==> src/rtl/pwm_hum_ramp_if.sv <==
// Bundle between the humidity decode, the motor driver pins and the PWM ramp.
// The master side supplies enable and humidity. The slave side returns PWM and status.
interface pwm_hum_ramp_if #(
  parameter int unsigned CH = 2,
  parameter int unsigned CW = 10
);
  logic              en;
  logic [4*CH-1:0]   humidity10;
  logic [CH-1:0]     pwm;
  logic              period_tick;
  logic [CH-1:0]     busy;
  logic [CW*CH-1:0]  duty_now;

  modport master (
    output en, humidity10,
    input  pwm, period_tick, busy, duty_now
  );

  modport slave (
    input  en, humidity10,
    output pwm, period_tick, busy, duty_now
  );
endinterface

==> src/rtl/pwm_hum_ramp.sv <==
// Multi-channel humidity-driven PWM with a soft-start duty ramp.
// The applied duty slews toward a banded target by at most STEP counts per period.
module pwm_hum_ramp #(
  parameter int unsigned PERIOD   = 1000,
  parameter int unsigned CW       = 10,
  parameter int unsigned CH       = 2,
  parameter int unsigned STEP     = 20,
  parameter int unsigned PCT_LT20 = 80,
  parameter int unsigned PCT_LT50 = 50,
  parameter int unsigned PCT_LT80 = 20
) (
  input  logic            clk,
  input  logic            rst,
  pwm_hum_ramp_if.slave   bus
);

  localparam logic [CW:0]   STEP_X = (CW+1)'(STEP);
  localparam logic [CW-1:0] LAST   = CW'(PERIOD - 1);

  function automatic logic [CW-1:0] target_of(input logic [3:0] h);
    int unsigned pct;
    pct = 0;
    if (h <= 4'd1)      pct = PCT_LT20;
    else if (h <= 4'd4) pct = PCT_LT50;
    else if (h <= 4'd7) pct = PCT_LT80;
    return CW'((PERIOD * pct) / 100);
  endfunction

  logic [CW-1:0] cnt;
  logic          tick;
  logic          tick_q;
  logic [CH-1:0] pwm_q;
  logic [CW-1:0] cur   [CH];
  logic [CW-1:0] tgt_q [CH];
  logic [CW-1:0] tgt   [CH];
  logic [CW-1:0] nxt   [CH];

  assign tick = bus.en && (cnt == LAST);

  // Slew arithmetic is one bit wider so neither cur+STEP nor cur-STEP can wrap.
  always_comb begin
    for (int unsigned i = 0; i < CH; i++) begin
      tgt[i] = target_of(bus.humidity10[4*i +: 4]);
      nxt[i] = cur[i];
      if ({1'b0, cur[i]} < {1'b0, tgt[i]}) begin
        if ({1'b0, cur[i]} + STEP_X >= {1'b0, tgt[i]}) nxt[i] = tgt[i];
        else                                         nxt[i] = CW'({1'b0, cur[i]} + STEP_X);
      end else if ({1'b0, cur[i]} > {1'b0, tgt[i]}) begin
        if ({1'b0, cur[i]} - {1'b0, tgt[i]} <= STEP_X) nxt[i] = tgt[i];
        else                                           nxt[i] = CW'({1'b0, cur[i]} - STEP_X);
      end
    end
  end

  always_ff @(posedge clk or negedge rst) begin
    if (!rst) begin
      cnt    <= '0;
      tick_q <= 1'b0;
      pwm_q  <= '0;
      for (int unsigned i = 0; i < CH; i++) begin
        cur[i]   <= '0;
        tgt_q[i] <= '0;
      end
    end else if (!bus.en) begin
      cnt    <= '0;
      tick_q <= 1'b0;
      pwm_q  <= '0;
      for (int unsigned i = 0; i < CH; i++) begin
        cur[i]   <= '0;
        tgt_q[i] <= '0;
      end
    end else begin
      cnt    <= tick ? '0 : cnt + CW'(1);
      tick_q <= tick;
      for (int unsigned i = 0; i < CH; i++) begin
        // Compare uses the pre-tick duty, so a new duty starts exactly at counter 0.
        pwm_q[i] <= (cnt < cur[i]);
        if (tick) begin
          cur[i]   <= nxt[i];
          tgt_q[i] <= tgt[i];
        end
      end
    end
  end

  always_comb begin
    bus.duty_now = '0;
    bus.busy     = '0;
    for (int unsigned i = 0; i < CH; i++) begin
      bus.duty_now[CW*i +: CW] = cur[i];
      bus.busy[i]              = (cur[i] != tgt_q[i]);
    end
  end

  assign bus.pwm         = pwm_q;
  assign bus.period_tick = tick_q;

endmodule

==> src/flat_wrapper.sv <==
// flat-port wrapper written by rule: the top's interface ports become plain ports
module pwm_hum_ramp_flat 
#(
  parameter int unsigned PERIOD   = 1000,
  parameter int unsigned CW       = 10,
  parameter int unsigned CH       = 2,
  parameter int unsigned STEP     = 20,
  parameter int unsigned PCT_LT20 = 80,
  parameter int unsigned PCT_LT50 = 50,
  parameter int unsigned PCT_LT80 = 20
)
  (clk, rst, bus_en, bus_humidity10, bus_pwm, bus_period_tick, bus_busy, bus_duty_now);
  pwm_hum_ramp_if #(.CH(CH), .CW(CW)) bus_i ();
  input  logic clk;
  input  logic rst;
  input wire logic [$bits(bus_i.en)-1:0] bus_en;
  input wire logic [$bits(bus_i.humidity10)-1:0] bus_humidity10;
  output wire logic [$bits(bus_i.pwm)-1:0] bus_pwm;
  output wire logic [$bits(bus_i.period_tick)-1:0] bus_period_tick;
  output wire logic [$bits(bus_i.busy)-1:0] bus_busy;
  output wire logic [$bits(bus_i.duty_now)-1:0] bus_duty_now;
  assign bus_i.en = bus_en;
  assign bus_i.humidity10 = bus_humidity10;
  assign bus_pwm = bus_i.pwm;
  assign bus_period_tick = bus_i.period_tick;
  assign bus_busy = bus_i.busy;
  assign bus_duty_now = bus_i.duty_now;
  pwm_hum_ramp #(.PERIOD(PERIOD), .CW(CW), .CH(CH), .STEP(STEP), .PCT_LT20(PCT_LT20), .PCT_LT50(PCT_LT50), .PCT_LT80(PCT_LT80)) u_core (.clk(clk), .rst(rst), .bus(bus_i));
endmodule
==> config.mk <==
export PLATFORM = sky130hd
export DESIGN_NAME = pwm_hum_ramp_flat
export DESIGN_NICKNAME = d
export VERILOG_FILES = /design/src/rtl/pwm_hum_ramp_if.sv /design/src/rtl/pwm_hum_ramp.sv /design/src/flat_wrapper.sv
export SDC_FILE = /design/constraint.sdc
export NUM_CORES = 1
export LEC_CHECK = 0
export ABC_AREA = 0
export CAP_MARGIN = 20
export CORE_MARGIN = 2
export CORE_UTILIZATION = 60
export CTS_BUF_LIST = sky130_fd_sc_hd__clkbuf_8
export DETAILED_ROUTE_END_ITERATION = 8
export PLACE_DENSITY = 0.8
export SYNTH_ARGS = -nofsm -noshare
export SYNTH_HDL_FRONTEND = slang
export SYNTH_SLANG_ARGS = --single-unit
export TNS_END_PERCENT = 5
==> constraint.sdc <==
create_clock -name clk -period 8 [get_ports clk]
set_clock_uncertainty 0.05 [all_clocks]
set_input_delay 0.8 -clock clk [delete_from_list [all_inputs] [get_ports clk]]
set_output_delay 0.8 -clock clk [all_outputs]
set_load 0.1 [all_outputs]
# Word level (Yosys, flattened, before mapping)
# Cells that the tools add are included.
word_totals:
  elab_cells: 67
  ff_bits: 53
classes:
  n_mul: 2
  magnitude_cmp: 16
  eq_ne: 6
  muxes: 24
  div: 2
  addsub: 7
  reduce_logical: 3
op_table:
  columns: ["operator", "count"]
  rows:
  - ["2-to-1 mux 10 bit", 14]
  - ["2-to-1 mux 32 bit", 4]
  - ["divider 32 x 7 -> 32 bit (second input constant)", 2]
  - ["multiplier 7 x 32 -> 29 bit (first input constant)", 2]
  - ["< comparator 10 bit", 4]
  - ["2-to-1 mux 20 bit", 2]
  - ["adder 10 x 5 -> 11 bit (second input constant)", 2]
  - [">= comparator 11 x 10 -> 1 bit", 2]
  - ["less-or-equal comparator 11 x 5 -> 1 bit (second input constant)", 2]
  - ["subtractor 10 x 10 -> 11 bit", 2]
  - ["> comparator 10 bit", 2]
  - ["!= test 10 bit", 2]
  - ["subtractor 10 x 5 -> 10 bit (second input constant)", 2]
  - ["less-or-equal comparator 4 x 3 -> 1 bit (second input constant)", 4]
  - ["adder 10 x 1 -> 10 bit (second input constant)", 1]
  - ["== test 10 bit (second input constant)", 1]
  - ["2-to-1 mux 5 bit", 2]
  - ["less-or-equal comparator 4 x 1 -> 1 bit (second input constant)", 2]
  - ["!= test 3 x 1 -> 1 bit (second input constant)", 2]
  - ["AND reduction 2 bit", 2]
  - ["2-to-1 mux 2 bit", 1]
  - ["!= test 2 x 1 -> 1 bit (second input constant)", 1]
  - ["logical AND 1 bit", 1]
  - ["2-to-1 mux 1 bit", 1]

# Depth between registers and ports, before layout
# Gate-level depths: netlist of the first run.
logic_depth:
  ltp_word: 13
  ltp_mapped: 41
  depth_no_buf: 38

# Least setup slack after synthesis of the first run
# OpenSTA, ideal clock, no wires.
synth_timing:
  path_type: "input to register"
  start: "in bus_humidity10[4]"
  end: "reg u_core.cur (netlist bit u_core.bus.duty_now[15])"
  required_ps: 7874
  setup_slack_ps: -857
  arrival_ps: 8731
  n_path_buf: 4
  stages: 40
  path_cell_list: "or4b_4 > nand2_2 > inv_1 > clkbuf_1 > ha_1 > o31ai_1 > ha_1 > xor2_1 > ha_1 > clkbuf_2 > o21ai_0 > and3_1 > a221oi_2 > o21ai_0 > ha_1 > buf_1 > o41a_1 > nor2_1 > (+4 left out) > nor2_1 > ha_1 > a211oi_1 > and3_1 > o211ai_1 > nor2_1 > ha_1 > a21o_1 > a21o_1 > a211oi_1 > inv_1 > o41ai_4 > xnor2_1 > a2111oi_4 > a21oi_2 > a32o_1 > or4_1 > o21ai_1"
synth_via:
  elab_chain_len: 13
  elab_cells_between_ends: 21
  classes_between: "add/sub (1); mul (1); div (1); order compare (7); eq/ne (1); mux (9); reduce/logical (1)"
synth_lines:
  columns: ["item", "line", "source"]
  rows:
  - ["start, declared", "flat_wrapper.sv:17", "input wire logic [$bits(bus_i.humidity10)-1:0] bus_humidity10;"]
  - ["less-or-equal comparator 4 x 3 -> 1 bit", "pwm_hum_ramp.sv:25", "else if (h <= 4'd7) pct = PCT_LT80;"]
  - ["2-to-1 mux 5 bit", "pwm_hum_ramp.sv:25", null]
  - ["2-to-1 mux 32 bit", "pwm_hum_ramp.sv:24", "else if (h <= 4'd4) pct = PCT_LT50;"]
  - ["2-to-1 mux 32 bit (*)", "pwm_hum_ramp.sv:23", "if (h <= 4'd1) pct = PCT_LT20;"]
  - ["multiplier 7 x 32 -> 29 bit (*)", "pwm_hum_ramp.sv:26", "return CW'((PERIOD * pct) / 100);"]
  - ["divider 32 x 7 -> 32 bit (*)", "pwm_hum_ramp.sv:26", null]
  - ["subtractor 10 x 10 -> 11 bit", "pwm_hum_ramp.sv:49", "if ({1'b0, cur[i]} - {1'b0, tgt[i]} <= STEP_X) nxt[i] = tgt[i];"]
  - ["less-or-equal comparator 11 x 5 -> 1 bit", "pwm_hum_ramp.sv:49", null]
  - ["2-to-1 mux 10 bit", "pwm_hum_ramp.sv:49", null]
  - ["2-to-1 mux 10 bit", "pwm_hum_ramp.sv:48", "end else if ({1'b0, cur[i]} > {1'b0, tgt[i]}) begin"]
  - ["2-to-1 mux 10 bit", "pwm_hum_ramp.sv:45", "if ({1'b0, cur[i]} < {1'b0, tgt[i]}) begin"]
  - ["2-to-1 mux 10 bit", "pwm_hum_ramp.sv:78", "if (tick) begin"]
  - ["2-to-1 mux 20 bit", "pwm_hum_ramp.sv:64", "end else if (!bus.en) begin"]
  - ["end signal, assigned by index", "pwm_hum_ramp.sv:79", "cur[i] <= nxt[i];"]
  - ["end, declared", "pwm_hum_ramp.sv:33", "logic [CW-1:0] cur [CH];"]
# Mark *: on every way between the ends. The rest lies on a longest branch, timed or not. The select of a mux whose other input is x is not followed.
# A chain may end at the register's enable or synchronous reset.

# Worst setup path after layout of the first run
# Same ends and word-level chain as after synthesis.

==> results of run 1 <==
-- cells in the final DEF (no fill, tap or decap), drive strengths merged, types with 12 or more instances in the layout --
cell type       n
clkdlybuf4s50  30
a21oi          36
nor3           24
ha             86
buf            99
xnor2          42
o21ai          50
nor2           82
nand2b         18
nand3          35
nor2b          12
nand2          77
a21o           14
inv            60
dfrtp          49
and2           13
-- cell type report --
| cell class | count | area (sq um) |
|---|---|---|
| well taps | 136 | 170 |
| inverters | 61 | 231 |
| fillers | 798 | 2460 |
| repair buffers | 129 | 1070 |
| clock buffers | 6 | 82.6 |
| flip-flops and latches | 49 | 1230 |
| multi-input cells | 689 | 5120 |
| clock inverters | 2 | 13.8 |
-- per-stage QoR --
| step | std cells | util, % | power, uW |
|---|---|---|---|
| 2_1_floorplan | 833 | - | 504 |
| 3_3_place_gp | 1050 | 72.5 | 617 |
| 3_5_place_dp | 1050 | 72.5 | 631 |
| 4_1_cts | 1068 | 74.4 | 798 |
| 5_1_grt | 1072 | 76.3 | 875 |
| 6_report | 1072 | 76.3 | 825 |
-- logic make-up (layout without fill, tap and decap cells) --
kind of cell | count (synthesis) | count (layout) | synth area share, %
adder cells (fa/ha/maj) | 86 | 86 | 16.7
multiplexers | 8 | 8 | 1.46
AND/OR/NAND/NOR | 310 | 310 | 23.5
flip-flops | 49 | 49 | 19.0
other | 1 | 2 | 0.0582
buffers and inverters | 95 | 198 | 5.69
AO/OA/AOI/OAI | 232 | 232 | 26.5
XOR/XNOR | 51 | 51 | 7.05
-- power by group through the flow --
stage	Clock [uW]	Sequential [uW]	Combinational [uW]
after floorplan	0	263	241
after global placement	0	256	360
after detailed placement	0	257	374
after CTS	158	252	389
after global routing	168	252	455
final	157	252	416
-- routing by layer --
metal	vias to the layer above	track usage [%]
li1	3249	-
met1	3330	43.4
met2	292	60.1
met3	62	3.57
met4	0	14.4
met5	-	0
-- state kept, by name, summed over array words and instances (netlist names) --
register and flops:
u_core.bus.period_tick 1, u_core.tgt_q 16, u_core.bus.pwm 2, u_core.cnt 10, u_core.bus.duty_now 20
-- synthesized netlist by cell type, types with 3 or more instances --
master     count
ha_1          86
nor2_1        82
nand2_1       76
inv_1         58
dfrtp_1       49
o21ai_0       49
xnor2_1       41
nand3_1       35
a21oi_1       34
clkbuf_1      30
nor3_1        24
nand2b_1      18
a21o_1        14
and2_1        13
nor2b_1       12
o21a_1        10
or3_1         10
a31oi_1        9
xor2_1         9
a221oi_1       8
nand4_1        8
a211oi_1       7
a21boi_0       7
a22o_1         7
o211a_1        7
and3_1         6
mux2i_1        6
a2111oi_0      5
o2111ai_1      5
o31ai_1        5
a31o_2         4
a32oi_1        4
a41oi_1        4
o221ai_1       4
o22ai_1        4
o41ai_1        4
or2_2          4
or4_1          4
a311oi_1       3
a32o_1         3
nor4_1         3
o211ai_1       3
-- worst max path at each step --
stage	slack [ns]	from	to	cells after the start
after floorplan	-0.42	bus_humidity10[7]	u_core.bus.duty_now[15]	40
after global placement	-0.48	bus_humidity10[5]	u_core.bus.duty_now[15]	37
after detailed placement	-0.81	bus_humidity10[5]	u_core.bus.duty_now[15]	37
after CTS	-0.05	bus_humidity10[7]	u_core.bus.duty_now[15]	37
after global routing	-0.33	bus_humidity10[4]	u_core.bus.duty_now[15]	39
final	0.04	bus_humidity10[4]	u_core.bus.duty_now[15]	38
-- worst max-delay path, delay by kind of cell --
family	cells	cell delay (ns)
xor+xnor	3	0.33
buf+inv	4	0.57
compound gates	15	2.83
fa+ha+maj	6	1.49
simple gates	10	2.10
-- repair_timing --
item | in CTS | in global routing
resized for setup | 24 | 38
endpoints found under the setup margin | 10 | 20
buffers inserted | 10 | 3
pin swaps | 32 | 36
cloned | 0 | 0
==> out/metrics.csv, run 1 <==
stage,metric,value,unit
pwr,swShare,38.6,%
synth,synthArstFlopShare,100,%
route,ant_nets,0,
clocking,cts_inserted_buffers,5,
route,via_count,6933,
route,routedWlPerCell,18.1,microns
global_route,grt_pass1_vias,7077,
global_route,grt_overflow,0,
synth,ys_top_cells_by_area,"dfrtp_1 (19%), ha_1 (17%), xnor2_1 (5.6%), nor2_1 (4.8%), nand2_1 (4.4%)",
setup_path,critical_path.max_fanout,4,
global_route,grt_pass1_wl,32800,microns
pwr,p_int,506,uW
layout,areaGrowthSynthToFinish,22.7,%
floorplanning,dieArea,11600,sq um
synth,synthCells,832,
sta,layout_min_cycle_time,7.96,ns
layout,drive_gt1_share,18.8,%
global_route,grt_max_degree,50,
synth,synth_area_leader_cell,dfrtp_1,
synth,yosysTopAreaCellShare,19.0,%
placed_design,portBuffers,35,
sta,max_freq,0.126,GHz
floorplanning,fp.dieH,108,microns
setup_path,critPathCaptureType,flop,
clocking,cts_tree,yes,
setup_path,critPathSlowestCell,or4b_4,
sta,max-slew-margin-rel,34.8,%
setup_path,ff2ff_path_depth,15,
pwr,p_seq_share,30.5,%
sta,setup_ws,0.0428,ns
min_path,hold_path.class,primary input to asynchronous set/reset pin,
flow_run,drv_cap,0,
synth,synth_cell_type_count,89,
sta,whs,0.366,ns
pwr,p_leak,0.00364,uW
route,drc_errors,0,
setup_path,critPathKind,primary input to flop,
placed_design,place_ws,-0.808,ns
clocking,hold_buffers,0,
floorplanning,num_rows,37,
floorplanning,core,10400,sq um
placed_design,gp_congestion,0.991,
sta,rsz0062_at_grt,yes,
sta,worst_pin_slew,0.975,ns
floorplanning,chipWidth,108,microns
layout,fin_nets,1032,
synth,yosysSeqAreaShare,19.0,%
route,drtIter0Drc,545,
clocking,clock-sinks,49,
pwr,vdd_drop_max,78.9,uV
sta,finalHoldViolations,0,
pwr,p_per_area,104,nW/um^2
clocking,clkLatencyLatePin,0.30,ns
synth,synth_area_per_cell,7.75,sq um
global_route,grt.total_usage,34.5,%
floorplanning,io_pins,36,
route,wl_met1,8150,microns
setup_path,max_stage_delay,0.58,ns
synth,synth_edf_count,0,
setup_path,worstPathArrival,8.14,ns
floorplanning,start_util,62.2,%
route,viasPerCell,6.47,
pwr,p_clk_share,19.1,%
synth,synth_warnings,0,
synth,ys_ff_latch,49,
sta,finalCritPeriodShare,99.5,%
synth,netlist_area,6450,sq um
pwr,p_comb_share,50.4,%
setup_path,cp.required,8.18,ns
setup_path,cp-start-kind,primary input,
clocking,cts-htree-levels,2,
pwr,p_sw,318,uW
layout,final_area,7910,sq um
clocking,cts.clk_slew.worst_paths,0.10,ns
setup_path,crit_top_cell,o21ai_2,
run_status,status,"complete, no violations",
clocking,root_buffer,clkbuf_8,
layout,diodes,0,
route,wl,19400,microns
sta,drv_slew,0,
placed_design,dp_hpwl,14800,microns
sta,setup_tns,0,ns
route,top_layer_used,met4,
setup_path,rr_endpoint,u_core.bus.duty_now[15],
placed_design,place_area,7520,sq um
global_route,antenna_found_initial,0,
setup_path,rrSetupSlack,4.04,ns
route,wl_met3,1060,microns
setup_path,timing.rr.start,u_core.bus.duty_now[12],
clocking,clk_path_buf_depth,2,
route,dr.pass1.iters,5,
synth,ys.flop_type,dfrtp_1,
sta,setup-violations-final,0,
route,wl_met2,9560,microns
(Power assumes the default switching activity.)
==> run 2, diff against run 1 <==
--- a/config.mk
+++ b/config.mk
@@ -7,7 +7,6 @@
 export LEC_CHECK = 0
 export ABC_AREA = 0
 export CAP_MARGIN = 20
-export CORE_MARGIN = 2
 export CORE_UTILIZATION = 60
 export CTS_BUF_LIST = sky130_fd_sc_hd__clkbuf_8
 export DETAILED_ROUTE_END_ITERATION = 8
==> run 2 against run 1 <==
Compared with the run above: die area fell by 3.7%; cell count fell by 0.93%; global-route usage rose by 0.95 points; register-to-register slack improved by 0.12 ns; final area fell by 1.1%; largest cell class unchanged.
==> out/metrics.csv, run 2 (synthesis results as in run 1) <==
stage,metric,value,unit,change
route,routedWlPerCell,18.7,microns,+3.2%
pwr,swShare,39.4,%,+0.73 points
sta,worst_pin_slew,0.970,ns,-0.00466 ns
pwr,p_per_area,103,nW/um^2,-1.4%
setup_path,critical_path.max_fanout,3,,-1
global_route,grt_pass1_wl,32400,microns,-1.2%
sta,drv_slew,0,,unchanged
sta,finalHoldViolations,0,,unchanged
setup_path,max_stage_delay,0.56,ns,-0.02 ns
floorplanning,num_rows,37,,unchanged
clocking,cts_tree,yes,,
route,drc_errors,0,,unchanged
clocking,clk_path_buf_depth,2,,unchanged
global_route,antenna_found_initial,0,,unchanged
placed_design,dp_hpwl,14900,microns,+0.50%
setup_path,worstPathArrival,8.06,ns,-0.08 ns
floorplanning,dieArea,11200,sq um,-3.7%
pwr,p_leak,0.00360,uW,-1.3%
flow_run,drv_cap,0,,unchanged
sta,whs,0.380,ns,+0.0133 ns
sta,rsz0062_at_grt,yes,,
layout,fin_nets,1022,,-0.97%
route,viasPerCell,6.48,,+0.27%
pwr,vdd_drop_max,96.4,uV,+22%
route,drtIter0Drc,601,,+10%
clocking,cts_inserted_buffers,5,,unchanged
setup_path,ff2ff_path_depth,16,,+1
layout,largest_register_ffs,20,,unchanged
setup_path,critPathKind,primary input to flop,,
sta,max_freq,0.127,GHz,+1.2%
sta,finalCritPeriodShare,98.3,%,-1.2 points
global_route,grt_max_degree,50,,unchanged
pwr,p_sw,316,uW,-0.67%
layout,drive_gt1_share,18.1,%,-0.66 points
setup_path,critPathSlowestCell,or4b_4,,
run_status,status,"complete, no violations",,
global_route,grt.total_usage,35.5,%,+0.95 points
layout,areaGrowthSynthToFinish,21.4,%,
sta,setup-violations-final,0,,unchanged
pwr,p_comb_share,49.8,%,-0.6 points
pwr,finalPower,804,uW,-2.5%
placed_design,portBuffers,35,,unchanged
setup_path,cp.required,8.20,ns,+0.02 ns
clocking,hold_buffers,0,,unchanged
floorplanning,io_pins,36,,unchanged
sta,max-slew-margin-rel,35.1,%,+0.31 points
placed_design,dp_cells,1046,,-0.38%
floorplanning,start_util,62.2,%,unchanged
clocking,clkLatencyLatePin,0.31,ns,about the same
floorplanning,chipWidth,106,microns,-1.9%
floorplanning,fp.dieH,106,microns,-1.9%
route,wl,19800,microns,+2.3%
layout,stdcell_count,1062,,-0.93%
layout,diodes,0,,unchanged
min_path,hold_path.class,primary input to asynchronous set/reset pin,,
setup_path,cp-start-kind,primary input,,
placed_design,place_ws,-0.666,ns,+0.143 ns
floorplanning,core,10400,sq um,unchanged
pwr,p_clk_share,18.8,%,-0.3 points
clocking,cts-htree-levels,2,,unchanged
setup_path,crit_family,compound AO/OA/AOI/OAI gates,,
clocking,root_buffer,clkbuf_8,,
sta,setup_tns,0,ns,unchanged
pwr,p_int,487,uW,-3.7%
route,dr.pass1.iters,6,,+1
layout,most-common-layout-cells,"ha_1 (79), buf_4 (79), nor2_1 (78), nand2_1 (73), inv_1 (56)",,
clocking,clock-sinks,49,,unchanged
pwr,p_seq_share,31.3,%,+0.8 points
global_route,grt_pass1_vias,6722,,-5.0%
route,ant_nets,0,,unchanged
sta,setup_ws,0.137,ns,+0.0938 ns
clocking,cts.clk_slew.worst_paths,0.10,ns,about the same
setup_path,worst-path-buf-inv,4,,unchanged
placed_design,gp_congestion,0.967,,-2.5%
sta,layout_min_cycle_time,7.86,ns,-0.0938 ns
setup_path,critPathCaptureType,flop,,
route,via_count,6887,,-0.66%
setup_path,critical_path_cell_count,39,,+2.6%
global_route,grt_overflow,0,,unchanged
## run 2: cell count changes in the layout (fill, tap and decap cells not counted), moves of 2 or more
cell / change
o21ai_2: -4
a41oi_1: -2
buf_2: -2
clkbuf_2: +3
buf_4: -10
o21ai_0: +3
a41oi_2: +2
## run 2: path summary, 6_finish.rpt
| path | start | to | slack, ns |
|---|---|---|---|
| max | bus_humidity10[5] | u_core.bus.duty_now[15] | 0.14 |
| min | rst | u_core.bus.duty_now[3] | 0.38 |
| max reg2reg | u_core.bus.duty_now[12] | u_core.bus.duty_now[15] | 4.16 |
| min reg2reg | u_core.tgt_q[10] | u_core.tgt_q[10] | 0.50 |
| max in group asynchronous | rst | u_core.bus.period_tick | 6.97 |
| min in group clk | u_core.tgt_q[10] | u_core.tgt_q[10] | 0.50 |
## run 2: final cells by class
type / instances / area, sq um
Multi-Input combinational cell: 689 / 5120
Fill cell: 814 / 2550
Sequential cell: 49 / 1230
Timing Repair Buffer: 119 / 990
Inverter: 61 / 231
Tap cell: 136 / 170
Clock buffer: 5 / 68.8
Clock inverter: 3 / 17.5
## run 2: worst reg2reg max path, delay by kind of cell, from the launching register on
kind                     cells  cell delay (ns)
AO/OA/AOI/OAI                5             0.96
adder cells (fa/ha/maj)      1             0.41
buffers and inverters        7             1.15
flip-flops                   1             0.61
AND/OR/NAND/NOR              3             0.60
## run 2: metrics by stage
| stage | area, sq um | utilization, % |
|---|---|---|
| 2_1_floorplan | 6580 | - |
| 3_3_place_gp | 7490 | 72.2 |
| 3_5_place_dp | 7490 | 72.2 |
| 4_1_cts | 7650 | 73.8 |
| 5_1_grt | 7820 | 75.4 |
| 6_report | 7820 | 75.4 |
## run 2: metal layers
layer,share of wire [%],global-route usage (%),up-vias
met5,0,0,-
met4,2.8,11.2,0
met3,6.7,3.09,58
met2,49,64.3,319
met1,41,44.2,3286
li1,-,-,3224
## run 2: power groups by stage
stage / registers (uW) / clock network, uW / logic [uW]
floorplan: 263 / 0 / 241
global placement: 257 / 0 / 358
detailed placement: 257 / 0 / 369
CTS: 252 / 150 / 378
global route: 252 / 162 / 439
finish: 252 / 151 / 401
## run 2: what timing repair did
action,CTS,global route
setup buffers,4,4
setup endpoints to repair,10,20
gates resized for setup,15,44
hold endpoints to repair,0,0
pin swaps,26,36
